**src/rtl/div_unit_pkg.sv**
```systemverilog
// ============================================================================
// Module      : div_unit_pkg
// Description : Shared types and constants for the iterative divider
//               (state encoding, handshake levels, double-word helpers).
// Revision    : 1.0 - initial release
// ============================================================================
`default_nettype none

package div_unit_pkg;

  // Divider state encoding (2-bit codes)
  typedef enum logic [1:0] {
    DIV_FREE    = 2'b00,
    DIV_BY_ZERO = 2'b01,
    DIV_ON      = 2'b10,
    DIV_END     = 2'b11
  } div_state_e;

  // Handshake levels
  localparam logic c_div_result_ready     = 1'b1;
  localparam logic c_div_result_not_ready = 1'b0;
  localparam logic c_div_start            = 1'b1;
  localparam logic c_div_stop             = 1'b0;

  // Double register bus (hi:lo) and its zero value
  typedef logic [63:0] double_reg_bus_t;
  localparam double_reg_bus_t c_zero_double_word = 64'd0;

endpackage : div_unit_pkg

`default_nettype wire

```
**src/rtl/div_unit_if.sv**
```systemverilog
// ============================================================================
// Module      : div_unit_if
// Description : EX <-> divider request/response bundle. EX is the master
//               (raises start, supplies operands); the divider is the slave
//               (returns ready and the {remainder, quotient} result).
// Revision    : 1.0 - initial release
// ============================================================================
`default_nettype none

interface div_unit_if #(
  parameter int WIDTH = 32
) ();

  logic                 signed_div;
  logic [WIDTH-1:0]     opdata1;
  logic [WIDTH-1:0]     opdata2;
  logic                 start;
  logic                 annul;
  logic [2*WIDTH-1:0]   result;
  logic                 ready;

  modport master (
    output signed_div, opdata1, opdata2, start, annul,
    input  result, ready
  );

  modport slave (
    input  signed_div, opdata1, opdata2, start, annul,
    output result, ready
  );

endinterface : div_unit_if

`default_nettype wire

```
**src/rtl/div_unit.sv**
```systemverilog
// ============================================================================
// Module      : div_unit
// Description : Iterative restoring divider for DIV/DIVU. One quotient bit
//               per clock; result = {remainder (hi), quotient (lo)}.
//               Optional macro DIV_FAST_SMALL_EN: when |dividend| < |divisor|
//               the answer (quotient 0, remainder = dividend) is produced
//               straight from FREE without iterating.
// Revision    : 1.0 - initial release
// ============================================================================
`default_nettype none

module div_unit
  import div_unit_pkg::*;
#(
  parameter int WIDTH = 32
) (
  input  logic       clk,
  input  logic       rst,
  div_unit_if.slave  bus
);

  localparam logic [5:0] c_cnt_done = 6'(WIDTH);

  div_state_e           r_state,     w_state_nxt;
  logic [5:0]           r_cnt,       w_cnt_nxt;
  logic [2*WIDTH:0]     r_dividend,  w_dividend_nxt;
  logic [WIDTH-1:0]     r_divisor,   w_divisor_nxt;
  logic                 r_dvd_neg,   w_dvd_neg_nxt;
  logic                 r_quot_neg,  w_quot_neg_nxt;
  logic [2*WIDTH-1:0]   r_result,    w_result_nxt;
  logic                 r_ready,     w_ready_nxt;

  logic [WIDTH-1:0]     w_op1_mag;
  logic [WIDTH-1:0]     w_op2_mag;
  logic                 w_fast_small;
  logic                 w_fits;
  logic [WIDTH-1:0]     w_diff;
  logic [WIDTH-1:0]     w_quot;
  logic [WIDTH-1:0]     w_rem;
  logic [WIDTH-1:0]     w_quot_fix;
  logic [WIDTH-1:0]     w_rem_fix;

  // Operand magnitudes: negate only in signed mode when the MSB is set
  assign w_op1_mag = (bus.signed_div && bus.opdata1[WIDTH-1]) ? -bus.opdata1 : bus.opdata1;
  assign w_op2_mag = (bus.signed_div && bus.opdata2[WIDTH-1]) ? -bus.opdata2 : bus.opdata2;

`ifdef DIV_FAST_SMALL_EN
  assign w_fast_small = (w_op1_mag < w_op2_mag);
`else
  assign w_fast_small = 1'b0;
`endif

  // The partial remainder plus the next dividend bit needs WIDTH+1 bits, since
  // the remainder can reach divisor-1 with its top bit set. When the trial
  // succeeds the true difference is below 2^WIDTH, so a WIDTH-bit modular
  // subtract of the low bits is exact.
  assign w_fits = (r_dividend[2*WIDTH:WIDTH] >= {1'b0, r_divisor});
  assign w_diff = r_dividend[2*WIDTH-1:WIDTH] - r_divisor;

  // Quotient collects in the low bits, remainder in the top WIDTH bits
  assign w_quot     = r_dividend[WIDTH-1:0];
  assign w_rem      = r_dividend[2*WIDTH:WIDTH+1];
  assign w_quot_fix = r_quot_neg ? -w_quot : w_quot;
  assign w_rem_fix  = r_dvd_neg  ? -w_rem  : w_rem;

  // Next-state and next-output computation
  always_comb begin
    w_state_nxt    = r_state;
    w_cnt_nxt      = r_cnt;
    w_dividend_nxt = r_dividend;
    w_divisor_nxt  = r_divisor;
    w_dvd_neg_nxt  = r_dvd_neg;
    w_quot_neg_nxt = r_quot_neg;
    w_result_nxt   = r_result;
    w_ready_nxt    = r_ready;

    case (r_state)
      DIV_FREE: begin
        w_ready_nxt  = c_div_result_not_ready;
        w_result_nxt = c_zero_double_word;
        if (bus.start == c_div_start && !bus.annul) begin
          if (bus.opdata2 == '0) begin
            w_state_nxt = DIV_BY_ZERO;
          end else if (w_fast_small) begin
            w_state_nxt  = DIV_END;
            w_result_nxt = {bus.opdata1, {WIDTH{1'b0}}};
            w_ready_nxt  = c_div_result_ready;
          end else begin
            w_state_nxt    = DIV_ON;
            w_cnt_nxt      = 6'd0;
            w_dividend_nxt = {{WIDTH{1'b0}}, w_op1_mag, 1'b0};
            w_divisor_nxt  = w_op2_mag;
            w_dvd_neg_nxt  = bus.signed_div & bus.opdata1[WIDTH-1];
            w_quot_neg_nxt = bus.signed_div & (bus.opdata1[WIDTH-1] ^ bus.opdata2[WIDTH-1]);
          end
        end
      end

      DIV_BY_ZERO: begin
        w_dividend_nxt = '0;
        w_state_nxt    = DIV_END;
        w_result_nxt   = c_zero_double_word;
        w_ready_nxt    = c_div_result_ready;
      end

      DIV_ON: begin
        if (bus.annul) begin
          w_state_nxt  = DIV_FREE;
          w_cnt_nxt    = 6'd0;
          w_ready_nxt  = c_div_result_not_ready;
          w_result_nxt = c_zero_double_word;
        end else if (r_cnt != c_cnt_done) begin
          if (w_fits) begin
            w_dividend_nxt = {w_diff, r_dividend[WIDTH-1:0], 1'b1};
          end else begin
            w_dividend_nxt = {r_dividend[2*WIDTH-1:0], 1'b0};
          end
          w_cnt_nxt = r_cnt + 6'd1;
        end else begin
          w_state_nxt  = DIV_END;
          w_cnt_nxt    = 6'd0;
          w_result_nxt = {w_rem_fix, w_quot_fix};
          w_ready_nxt  = c_div_result_ready;
        end
      end

      DIV_END: begin
        if (bus.start == c_div_stop) begin
          w_state_nxt  = DIV_FREE;
          w_ready_nxt  = c_div_result_not_ready;
          w_result_nxt = c_zero_double_word;
        end
      end

      default: begin
        w_state_nxt = DIV_FREE;
      end
    endcase
  end

  // State and datapath registers with synchronous reset
  always_ff @(posedge clk) begin
    if (rst) begin
      r_state    <= DIV_FREE;
      r_cnt      <= 6'd0;
      r_dividend <= '0;
      r_divisor  <= '0;
      r_dvd_neg  <= 1'b0;
      r_quot_neg <= 1'b0;
      r_result   <= c_zero_double_word;
      r_ready    <= c_div_result_not_ready;
    end else begin
      r_state    <= w_state_nxt;
      r_cnt      <= w_cnt_nxt;
      r_dividend <= w_dividend_nxt;
      r_divisor  <= w_divisor_nxt;
      r_dvd_neg  <= w_dvd_neg_nxt;
      r_quot_neg <= w_quot_neg_nxt;
      r_result   <= w_result_nxt;
      r_ready    <= w_ready_nxt;
    end
  end

  assign bus.result = r_result;
  assign bus.ready  = r_ready;

endmodule : div_unit

`default_nettype wire

```
**src/flat_wrapper.sv**
```systemverilog
// flat-port wrapper written by rule: the top's interface ports become plain ports
module div_unit_flat import div_unit_pkg::*;
#(
  parameter int WIDTH = 32
)
  (clk, rst, bus_signed_div, bus_opdata1, bus_opdata2, bus_start, bus_annul, bus_result, bus_ready);
  div_unit_if #(.WIDTH(WIDTH)) bus_i ();
  input  logic clk;
  input  logic rst;
  input wire logic [$bits(bus_i.signed_div)-1:0] bus_signed_div;
  input wire logic [$bits(bus_i.opdata1)-1:0] bus_opdata1;
  input wire logic [$bits(bus_i.opdata2)-1:0] bus_opdata2;
  input wire logic [$bits(bus_i.start)-1:0] bus_start;
  input wire logic [$bits(bus_i.annul)-1:0] bus_annul;
  output wire logic [$bits(bus_i.result)-1:0] bus_result;
  output wire logic [$bits(bus_i.ready)-1:0] bus_ready;
  assign bus_i.signed_div = bus_signed_div;
  assign bus_i.opdata1 = bus_opdata1;
  assign bus_i.opdata2 = bus_opdata2;
  assign bus_i.start = bus_start;
  assign bus_i.annul = bus_annul;
  assign bus_result = bus_i.result;
  assign bus_ready = bus_i.ready;
  div_unit #(.WIDTH(WIDTH)) u_core (.clk(clk), .rst(rst), .bus(bus_i));
endmodule
```
**config.mk**
```make
export PLATFORM = sky130hd
export DESIGN_NAME = div_unit_flat
export DESIGN_NICKNAME = d
export VERILOG_FILES = /design/src/rtl/div_unit_pkg.sv /design/src/rtl/div_unit_if.sv /design/src/rtl/div_unit.sv /design/src/flat_wrapper.sv
export SDC_FILE = /design/constraint.sdc
export NUM_CORES = 1
export LEC_CHECK = 0
export BUFFER_PORTS_ARGS = -buffer_cell sky130_fd_sc_hd__buf_2
export CAP_MARGIN = 10
export CORE_MARGIN = 1.5
export CORE_UTILIZATION = 54
export DETAILED_ROUTE_END_ITERATION = 7
export GPL_ROUTABILITY_DRIVEN = 0
export PLACE_DENSITY_LB_ADDON = 0.2
export SLEW_MARGIN = 20
export SYNTH_ARGS = -nofsm -noshare
export SYNTH_HDL_FRONTEND = slang
export SYNTH_SLANG_ARGS = --single-unit
```
**constraint.sdc**
```tcl
create_clock -name clk -period 3 [get_ports clk]
set_input_delay 0.45 -clock clk [delete_from_list [all_inputs] [get_ports clk]]
set_output_delay 0.45 -clock clk [all_outputs]
set_load 0.1 [all_outputs]
```
==> results of run 1 <==
-- stage by stage --
| step | utilization (%) | setup WS (ns) | total power [W] |
|---|---|---|---|
| after CTS | 67.5 | -0.0228 | 0.00902 |
| after floorplan | - | 0.00692 | 0.00548 |
| after detailed placement | 64.3 | -0.189 | 0.00676 |
| final | 68.3 | 0.0127 | 0.00917 |
| after global placement | 64.3 | -0.146 | 0.00669 |
| after global routing | 68.3 | -0.0866 | 0.00967 |
-- per-layer routing --
| layer | routed length, um | global-route usage, % | vias up |
|---|---|---|---|
| met5 | 0 | 0 | - |
| met4 | 706 | 9.74 | 0 |
| met3 | 2300 | 4.01 | 62 |
| met2 | 13800 | 45.1 | 462 |
| met1 | 14300 | 40.8 | 5216 |
| li1 | - | - | 5428 |
-- cells in the final DEF, fill, tap and decap left out, drive strengths merged, types with 8 or more instances in the layout --
cell type,Yosys,layout
xnor2,93,93
buf,11,262
nand4,10,10
a21o,11,11
and2,13,13
dfxtp,172,172
ha,43,43
mux2i,28,28
nand2b,11,11
nand2,149,149
xor2,54,54
o31ai,33,33
o41ai,12,12
nor2,153,153
or3,18,18
a221o,13,13
nor3,32,32
a21oi,83,83
or4,14,14
inv,67,73
nor4,8,8
nand3,38,38
a211oi,39,39
clkbuf,71,19
o21ai,122,122
a22oi,42,42
-- worst max-delay path, delay by kind of cell, from the launching register on --
kind	cells	cell delay (ns)
xor gates and xnor gates	1	0.18
DFF	1	0.34
AOI/OAI and AO/OA	2	0.26
and+or+nand+nor	6	2.08
-- final timing paths --
kind	start	end	slack, ns	cells past startpoint
setup reg to reg	u_core.r_dividend[12]	u_core.bus.result[31]	0.01	9
hold / removal	bus_opdata2[1]	u_core.r_divisor[1]	0.31	3
hold reg to reg	u_core.bus.result[25]	u_core.bus.result[25]	0.45	2
setup / recovery	u_core.r_dividend[12]	u_core.bus.result[31]	0.01	9
-- what timing repair did --
item,4_1_cts,5_1_grt
pin swaps,8,9
endpoints found under the hold margin,0,0
setup buffers,3,4
setup endpoints to repair,12,37
gates resized for setup,7,34
-- flip-flops by register name (all words and copies together), names as in the netlist --
signal             count
u_core.r_state         2
u_core.r_divisor      32
u_core.bus.result     64
u_core.r_dvd_neg       1
u_core.bus.ready       1
u_core.r_cnt           6
u_core.r_dividend     65
u_core.r_quot_neg      1
-- logic make-up (layout without fill, tap and decap cells) --
logic type,after synthesis,count (layout)
AND/OR/NAND/NOR,470,470
AO/OA/AOI/OAI,401,401
flip-flops,172,172
buffers and inverters,149,360
XOR/XNOR,147,147
adder cells (fa/ha/maj),44,44
multiplexers,30,30
other,0,1
-- layout make-up --
cell class                      instances  area (um^2)
Sequential cell                       172         3450
Fill cell                            1719         6230
Tap cell                              265          332
Clock inverter                         12          129
Inverter                               67          251
Timing Repair Buffer                  262         1720
Multi-Input combinational cell       1092         7100
Antenna cell                            1         2.50
Clock buffer                           19          443
-- power groups by stage --
stage	registers, W	clock network (W)	logic [W]
after floorplan	0.00303	0	0.00246
after global placement	0.00291	0	0.00378
after detailed placement	0.00293	0	0.00384
after CTS	0.00288	0.00221	0.00393
after global routing	0.00292	0.00230	0.00444
final	0.00289	0.00218	0.00410
==> results.py, run 1 <==
metrics = {
    "yosys": {
        "postSynth.asyncResetShare_pct": 0,
        "ys_warn_count": 0,
        "synth_cell_type_count": 68,
        "ys_seq_elements": 172,
        "synthAdderAreaFrac_pct": 5.09,
        "synthMuxAreaShare_pct": 2.76,
        "synthFlopType": "dfxtp_1",
        "netlist_instances": 1413,
        "syn_area_per_cell_um2": 7.75,
        "synth_common_cells": "dfxtp_1, nor2_1, nand2_1, o21ai_0, xnor2_1",
        "synth_top_family_by_area": "compound AO/OA/AOI/OAI gates",
        "syn-num-nets": 1526,
        "synth_largest_area_cell": "dfxtp_1",
        "synth-compound-area-share_pct": 23.8,
        "synth_area_leaders": "dfxtp_1, xnor2_1, o21ai_0",
        "yosys.area.top_type_share_pct": 31.4,
        "yosys.area_share.xor_xnor_pct": 11.8,
        "netlist_area_um2": 11000,
        "synth_edf_count": 0,
        "synthSimpleGateAreaFrac_pct": 19.9,
        "synth.most_common_cell": "dfxtp_1",
        "ys_seq_area_share_pct": 31.4,
    },
    "setup_path": {
        "worstPathArrival_ns": 3.29,
        "cp_slowest_stage_delay_ns": 0.50,
        "crit_chain": "nor4_4 > nand2b_4 > or3_4 > or3_4 > or4b_4 > or3_4 > o31ai_4 > xor2_1 > o21ai_1",
        "crit_type": "flip-flop to flip-flop",
        "start_kind": "flip-flop",
        "crit_required_ns": 3.30,
        "cp_common_cell": "or3_4",
        "crit_path_end_kind": "flip-flop",
        "cp_max_fo": 4,
        "cp_slowest_cell": "or4b_4",
    },
    "floorplanning": {
        "die_w_um": 145,
        "initial_utilization_pct": 55.7,
        "placementRows": 51,
        "dieArea_um2": 21200,
        "ios": 134,
        "fp.dieH_um": 145,
        "core_um2": 19700,
    },
    "final_layout": {
        "area_growth_pct": 22.6,
        "fin_nets": 1725,
        "drive_above_1_share_pct": 21.1,
        "final_cells": 1890,
        "design_area_um2": 13400,
    },
    "sta": {
        "finalClockSkew_ns": 0.0124,
        "hold_viol": 0,
        "worst_pin_slew_ns": 0.890,
        "holdWs_ns": 0.310,
        "fin_crit_ns": 2.99,
        "layout_worst_path_cycle_share_pct": 99.6,
        "finalSetupViolCount": 0,
        "max_slew_margin_pct": 40.6,
        "final_max_slew_viol_count": 0,
        "fmax_mhz": 335,
        "rsz0062_at_grt": "yes",
        "finalSetupTns_ns": 0,
    },
    "clock_tree": {
        "cts_buffers": 17,
        "clk_latency_ns": 0.44,
        "ctsHoldBuffers": 0,
        "cts_tree": "done",
        "clock_path_buffers": 2,
        "clk_pin_slew_ns": 0.07,
        "cts_sinks": 172,
        "cts_max_level": 4,
        "clock-root-buffer": "clkbuf_16",
    },
    "grt": {
        "grt_pass1_wl_mm": 50.6,
        "grt_max_degree": 65,
        "grt_pass1_vias": 10200,
        "overflow": 0,
        "antenna_found_initial": 1,
        "grtUsageTotal_pct": 28.8,
    },
    "power": {
        "sw_frac_of_total_pct": 41.1,
        "p_int_w": 0.00541,
        "ir_worst_vdd_uv": 495,
        "p_sw_w": 0.00377,
        "cellLeakagePower_nw": 5.55,
        "p_per_area_nw_per_um2": 683,
        "pwr-share-clk_pct": 23.7,
        "pwr-share-seq_pct": 31.5,
        "power_frac_comb_pct": 44.7,
    },
    "drt": {
        "drcViolationCount": 0,
        "vias_per_cell": 5.91,
        "drtAntennaViolNets": 0,
        "wire_per_inst_um": 16.5,
        "drtPass1Iterations": 5,
        "drt_iter0_markers": 1124,
        "drt-total-wl_mm": 31.1,
        "num_vias": 11200,
    },
    "placement": {
        "numPlacedInstances": 1851,
        "dpl.hpwl_mm": 23.2,
        "io_buffers": 133,
        "placed_cell_area_um2": 12600,
    },
    "flow_run": {
        "max-cap-violations": 0,
    },
    "status": {
        "outcome": "completed",
    },
    "min_path": {
        "hp-class": "input port to flip-flop",
    },
}
Power figures use the tool's default switching activity.
==> run 2, diff against run 1 <==
--- a/config.mk
+++ b/config.mk
@@ -8,7 +8,8 @@
 export BUFFER_PORTS_ARGS = -buffer_cell sky130_fd_sc_hd__buf_2
 export CAP_MARGIN = 10
 export CORE_MARGIN = 1.5
-export CORE_UTILIZATION = 54
+export CORE_UTILIZATION = 61
+export CTS_BUF_LIST = sky130_fd_sc_hd__clkbuf_4
 export DETAILED_ROUTE_END_ITERATION = 7
 export GPL_ROUTABILITY_DRIVEN = 0
 export PLACE_DENSITY_LB_ADDON = 0.2
==> constraint.sdc (replaced) <==
create_clock -name clk -period 3.02 [get_ports clk]
set_input_delay 0.453 -clock clk [delete_from_list [all_inputs] [get_ports clk]]
set_output_delay 0.453 -clock clk [all_outputs]
set_load 0.1 [all_outputs]
==> results.py, run 2 (same netlist as run 1, synthesis figures left out) <==
metrics = {
    "setup_path": {
        "cp_slowest_stage_delay_ns": 0.48,
        "crit_family": "compound AO/OA/AOI/OAI gates",
        "worstSetupEndpoint": "u_core.r_dividend[38]",
        "crit_type": "flip-flop to flip-flop",
        "crit_required_ns": 3.50,
        "crit_path_end_kind": "flip-flop",
        "crit_chain": "ha_4 > nor2b_2 > o2111ai_2 > a311oi_2 > or3_4 > o211ai_1 > a21oi_2 > nand2b_4 > buf_8 > buf_4 > mux2i_1 > o21ai_0",
        "r2r_cells": 12,
        "cp_max_fo": 7,
        "cp_slowest_cell": "dfxtp_1",
        "path_depth": 12,
        "r2r-start": "u_core.r_dividend[33]",
        "regToRegSetupSlack_ns": 0.02,
        "timing.critical_path.buf_inv": 2,
        "cp-startpoint": "u_core.r_dividend[33]",
        "r2r_end": "u_core.r_dividend[38]",
        "worstPathArrival_ns": 3.48,
        "start_kind": "flip-flop",
    },
    "clock_tree": {
        "clock_path_buffers": 2,
        "cts_tree": "done",
        "cts_buffers": 17,
        "ctsHoldBuffers": 0,
        "clk_pin_slew_ns": 0.14,
        "clk_latency_ns": 0.60,
        "clock-root-buffer": "clkbuf_4",
        "cts_sinks": 172,
        "cts_max_level": 4,
    },
    "sta": {
        "finalClockSkew_ns": 0.0288,
        "rsz0062_at_grt": "yes",
        "final_max_slew_viol_count": 0,
        "layout_worst_path_cycle_share_pct": 99.4,
        "worst_pin_slew_ns": 1.08,
        "fmax_mhz": 333,
        "fin_crit_ns": 3.00,
        "hold_viol": 0,
        "setup_ws_ns": 0.0174,
        "max_slew_margin_pct": 28.0,
        "finalSetupViolCount": 0,
    },
    "floorplanning": {
        "fp.dieH_um": 137,
        "die_w_um": 137,
        "ios": 134,
        "placementRows": 48,
        "dieArea_um2": 18800,
        "core_um2": 17400,
        "initial_utilization_pct": 62.9,
    },
    "power": {
        "cellLeakagePower_nw": 5.45,
        "ir_worst_vdd_uv": 418,
        "p_per_area_nw_per_um2": 637,
        "total_power_w": 0.00839,
    },
    "final_layout": {
        "area_growth_pct": 20.2,
        "top_register": "u_core.r_dividend",
        "design_area_um2": 13200,
        "largest_reg_flops": 65,
        "mostFrequentLayoutCell": "dfxtp_1",
        "final_cells": 1854,
        "layout_common_cells": "dfxtp_1, nor2_1, nand2_1",
        "fin_nets": 1728,
        "postLayoutCoreUtil_pct": 75.6,
        "drive_above_1_share_pct": 22.2,
    },
    "placement": {
        "dp_slack_ns": -0.230,
        "placed_cell_area_um2": 12600,
        "numPlacedInstances": 1807,
        "io_buffers": 133,
        "dpl.hpwl_mm": 22.7,
    },
    "grt": {
        "grt_pass1_wl_mm": 47.9,
        "grt_max_degree": 65,
        "antenna_found_initial": 1,
        "overflow": 0,
        "grtUsageTotal_pct": 32.0,
        "grt_pass1_vias": 9908,
    },
    "drt": {
        "drt_iter0_markers": 1094,
        "drtPass1Iterations": 8,
        "wire_per_inst_um": 16.5,
        "vias_per_cell": 6.00,
        "drtAntennaViolNets": 0,
        "drt-total-wl_mm": 30.6,
        "drcViolationCount": 2,
        "num_vias": 11100,
    },
    "min_path": {
        "min_from": "bus_opdata2[1]",
        "hp-class": "input port to flip-flop",
    },
    "flow_run": {
        "max-cap-violations": 0,
    },
    "status": {
        "outcome": "complete, but fails checks",
        "violations": "DRC",
    },
}
-- run 2: worst register-to-register path, stage by stage, from the launching register on --
cell and delay (ns):
dfxtp_1 0.48, ha_4 0.25, nor2b_2 0.17, o2111ai_2 0.25, a311oi_2 0.15, or3_4 0.41
o211ai_1 0.25, a21oi_2 0.13, nand2b_4 0.19, buf_8 0.18, buf_4 0.13, mux2i_1 0.19
o21ai_0 0.11
-- run 2: cell type report --
type | count | area [um^2]
diodes | 1 | 2.50
clock buffers | 17 | 128
clock inverters | 15 | 146
fillers | 1358 | 4250
inverters | 67 | 251
multi-input cells | 1092 | 7160
flip-flops and latches | 172 | 3450
well taps | 225 | 282
repair buffers | 265 | 1750
-- run 2: worst min path at each step --
stage,cells past startpoint,slack (ns),endpoint
after CTS,3,0.11,u_core.r_divisor[1]
after global routing,3,0.13,u_core.r_divisor[1]
after floorplan,2,0.45,u_core.r_divisor[31]
final,3,0.13,u_core.r_divisor[1]
after detailed placement,2,0.44,u_core.bus.result[54]
after global placement,2,0.43,u_core.bus.result[57]
-- run 2: power breakdown --
| part | total [W] | switching (W) | internal, W |
|---|---|---|---|
| Clock | 0.00133 | 0.000842 | 0.000489 |
| Combinational | 0.00418 | 0.00248 | 0.00170 |
| Sequential | 0.00288 | 0.000312 | 0.00257 |
| Total | 0.00839 | 0.00364 | 0.00476 |
-- run 2: metrics by stage --
stage	hold slack, ns	TNS [ns]
after floorplan	0.450	0
after global placement	0.429	-0.116
after detailed placement	0.437	-0.813
after CTS	0.110	0
after global routing	0.129	-1.10
final	0.134	0
-- run 2: metal layers --
metal	global-route usage (%)	wire length [um]	vias up
met1	46.0	13900	5178
met2	48.8	13700	469
met4	10.5	619	0
met3	4.78	2400	56
met5	0	0	-
li1	-	-	5423
-- run 2: timing repair --
item	4_1_cts	5_1_grt
gates resized for setup	9	58
endpoints found under the setup margin	10	40
pin swaps	6	20
setup buffers	4	10
==> run 3, diff against run 2 <==
--- a/config.mk
+++ b/config.mk
@@ -8,7 +8,7 @@
 export BUFFER_PORTS_ARGS = -buffer_cell sky130_fd_sc_hd__buf_2
 export CAP_MARGIN = 10
 export CORE_MARGIN = 1.5
-export CORE_UTILIZATION = 61
+export CORE_UTILIZATION = 55
 export CTS_BUF_LIST = sky130_fd_sc_hd__clkbuf_4
 export DETAILED_ROUTE_END_ITERATION = 7
 export GPL_ROUTABILITY_DRIVEN = 0
==> constraint.sdc (replaced) <==
create_clock -name clk -period 2.7 [get_ports clk]
set_input_delay 0.405 -clock clk [delete_from_list [all_inputs] [get_ports clk]]
set_output_delay 0.405 -clock clk [all_outputs]
set_load 0.1 [all_outputs]
==> results.py, run 3 (same netlist as run 1, synthesis figures left out) <==
metrics = {
    "floorplanning": {
        "initial_utilization_pct": 56.1,
        "core_um2": 19500,
        "die_w_um": 144,
        "dieArea_um2": 20800,
        "placementRows": 51,
        "fp.dieH_um": 144,
        "ios": 134,
    },
    "drt": {
        "drtPass1Iterations": 7,
        "vias_per_cell": 5.91,
        "drcViolationCount": 0,
        "drt_iter0_markers": 1179,
        "wire_per_inst_um": 16.9,
        "drt-total-wl_mm": 33.8,
        "drtAntennaViolNets": 0,
        "num_vias": 11800,
    },
    "final_layout": {
        "final_cells": 1993,
        "top_register": "u_core.r_dividend",
        "largest_reg_flops": 65,
        "seqCellArea_um2": 3480,
        "fin_nets": 1826,
        "layout_common_cells": "buf_4, dfxtp_1, nor2_1, nand2_1, buf_2",
        "fillers": 1508,
        "postLayoutCoreUtil_pct": 74.4,
        "multi_input_area_um2": 7610,
        "drive_above_1_share_pct": 31.0,
        "mostFrequentLayoutCell": "buf_4",
        "area_growth_pct": 32.5,
    },
    "setup_path": {
        "path_depth": 13,
        "start_kind": "flip-flop",
        "crit_chain": "inv_2 > ha_4 > nor2b_4 > o2111ai_2 > a311oi_2 > or3_4 > o211ai_1 > a21oi_2 > nand2b_4 > buf_4 > clkbuf_16 > mux2i_1 > o21ai_1",
        "crit_type": "flip-flop to flip-flop",
        "crit_path_end_kind": "flip-flop",
        "r2r_end": "u_core.r_dividend[38]",
        "timing.critical_path.buf_inv": 3,
        "cp-startpoint": "u_core.r_divisor[1]",
        "worstPathArrival_ns": 3.37,
        "regToRegSetupSlack_ns": -0.21,
        "worstSetupEndpoint": "u_core.r_dividend[38]",
        "r2r_cells": 13,
        "crit_family": "compound AO/OA/AOI/OAI gates",
        "cp_slowest_stage_delay_ns": 0.41,
        "r2r-start": "u_core.r_divisor[1]",
        "crit_required_ns": 3.17,
        "cp_max_fo": 5,
        "cp_slowest_cell": "or3_4",
    },
    "placement": {
        "dpl.hpwl_mm": 24.2,
        "numPlacedInstances": 1939,
        "io_buffers": 133,
    },
    "grt": {
        "overflow": 0,
        "grt_pass1_wl_mm": 52.5,
        "grt_max_degree": 65,
        "antenna_found_initial": 2,
        "grtUsageTotal_pct": 31.7,
        "grt_pass1_vias": 10600,
    },
    "sta": {
        "worst_pin_slew_ns": 0.765,
        "finalClockSkew_ns": 0.0217,
        "setup_ws_ns": -0.206,
        "layout_worst_path_cycle_share_pct": 108,
        "fmax_mhz": 344,
        "finalSetupViolCount": 41,
        "hold_viol": 0,
        "final_max_slew_viol_count": 0,
        "rsz0062_at_grt": "yes",
        "holdWs_ns": 0.135,
        "fin_crit_ns": 2.91,
        "max_slew_margin_pct": 49.0,
    },
    "power": {
        "cellLeakagePower_nw": 6.06,
        "pwr-share-clk_pct": 15.5,
        "ir_worst_vdd_uv": 552,
        "p_per_area_nw_per_um2": 687,
        "p_sw_w": 0.00439,
        "pwr-share-seq_pct": 32.2,
        "power_frac_comb_pct": 52.3,
        "p_int_w": 0.00559,
        "sw_frac_of_total_pct": 44.0,
    },
    "clock_tree": {
        "clock-root-buffer": "clkbuf_4",
        "cts_tree": "done",
        "ctsHoldBuffers": 0,
        "cts_sinks": 172,
        "cts_max_level": 4,
        "clk_pin_slew_ns": 0.15,
        "cts_buffers": 17,
        "clock_path_buffers": 2,
        "clk_latency_ns": 0.58,
    },
    "flow_run": {
        "max-cap-violations": 0,
    },
    "status": {
        "outcome": "complete, but fails checks",
        "violations": "setup timing",
    },
    "min_path": {
        "hp-class": "input port to flip-flop",
    },
}
[run 3: cell types whose count changed in the layout (fill, tap and decap cells not counted), sizes merged]
cell and change:
clkinv -4, diode +1, bufinv -1, clkbuf +2, buf +97, inv +4
[run 3: worst min-delay path by stage]
stage,from,end,slack [ns],cells past startpoint
2_1_floorplan,u_core.r_divisor[31],u_core.r_divisor[31],0.45,2
3_3_place_gp,u_core.bus.result[25],u_core.bus.result[25],0.43,2
3_5_place_dp,u_core.bus.result[49],u_core.bus.result[49],0.44,2
4_1_cts,bus_opdata2[30],u_core.r_divisor[30],0.08,3
5_1_grt,bus_opdata2[31],u_core.r_divisor[31],0.09,3
6_report,bus_opdata2[31],u_core.r_divisor[31],0.13,3
[run 3: tightest hold or removal path: cells and delay by family]
family          cells  cell delay [ns]
compound gates      1             0.06
buf+inv             1             0.14
simple gates        1             0.08
[run 3: stage by stage]
step                      setup TNS (ns)  setup WS (ns)  instance area (um^2)  power [W]
after floorplan                   -0.317         -0.127                 11000    0.00614
after global placement             -8.43         -0.253                 13400    0.00774
after detailed placement          -10.89         -0.302                 13400    0.00786
after CTS                          -1.69         -0.215                 14200    0.00967
after global routing               -9.34         -0.311                 14500     0.0105
final                              -5.01         -0.206                 14500    0.00997
[run 3: metal layers]
layer | global-route usage, % | up-vias | wire (um)
li1 | - | 5627 | -
met2 | 50.7 | 512 | 15400
met3 | 5.76 | 98 | 2650
met1 | 43.6 | 5533 | 14800
met5 | 0 | - | 0
met4 | 9.36 | 0 | 876
[run 3: final cells by class]
type / instances / share of cell area (%)
Clock buffer: 18 / 0.931
Sequential cell: 172 / 24.0
Tap cell: 265 / 2.28
Multi-Input combinational cell: 1092 / 52.4
Clock inverter: 14 / 1.09
Timing Repair Buffer: 363 / 17.6
Inverter: 67 / 1.73
Antenna cell: 2 / 0.0345
[run 3: repair_timing]
item,in CTS,in global routing
pin swaps,36,43
hold endpoints to repair,0,0
cloned,1,1
resized for setup,121,62
setup endpoints to repair,45,49
buffers inserted,16,5
[run 3: power by group through the flow]
stage,Combinational [W],Clock (W),Sequential [W]
after CTS,0.00492,0.00156,0.00319
after global routing,0.00560,0.00167,0.00325
final,0.00521,0.00154,0.00322
after floorplan,0.00277,0,0.00337
after detailed placement,0.00462,0,0.00323
after global placement,0.00453,0,0.00322
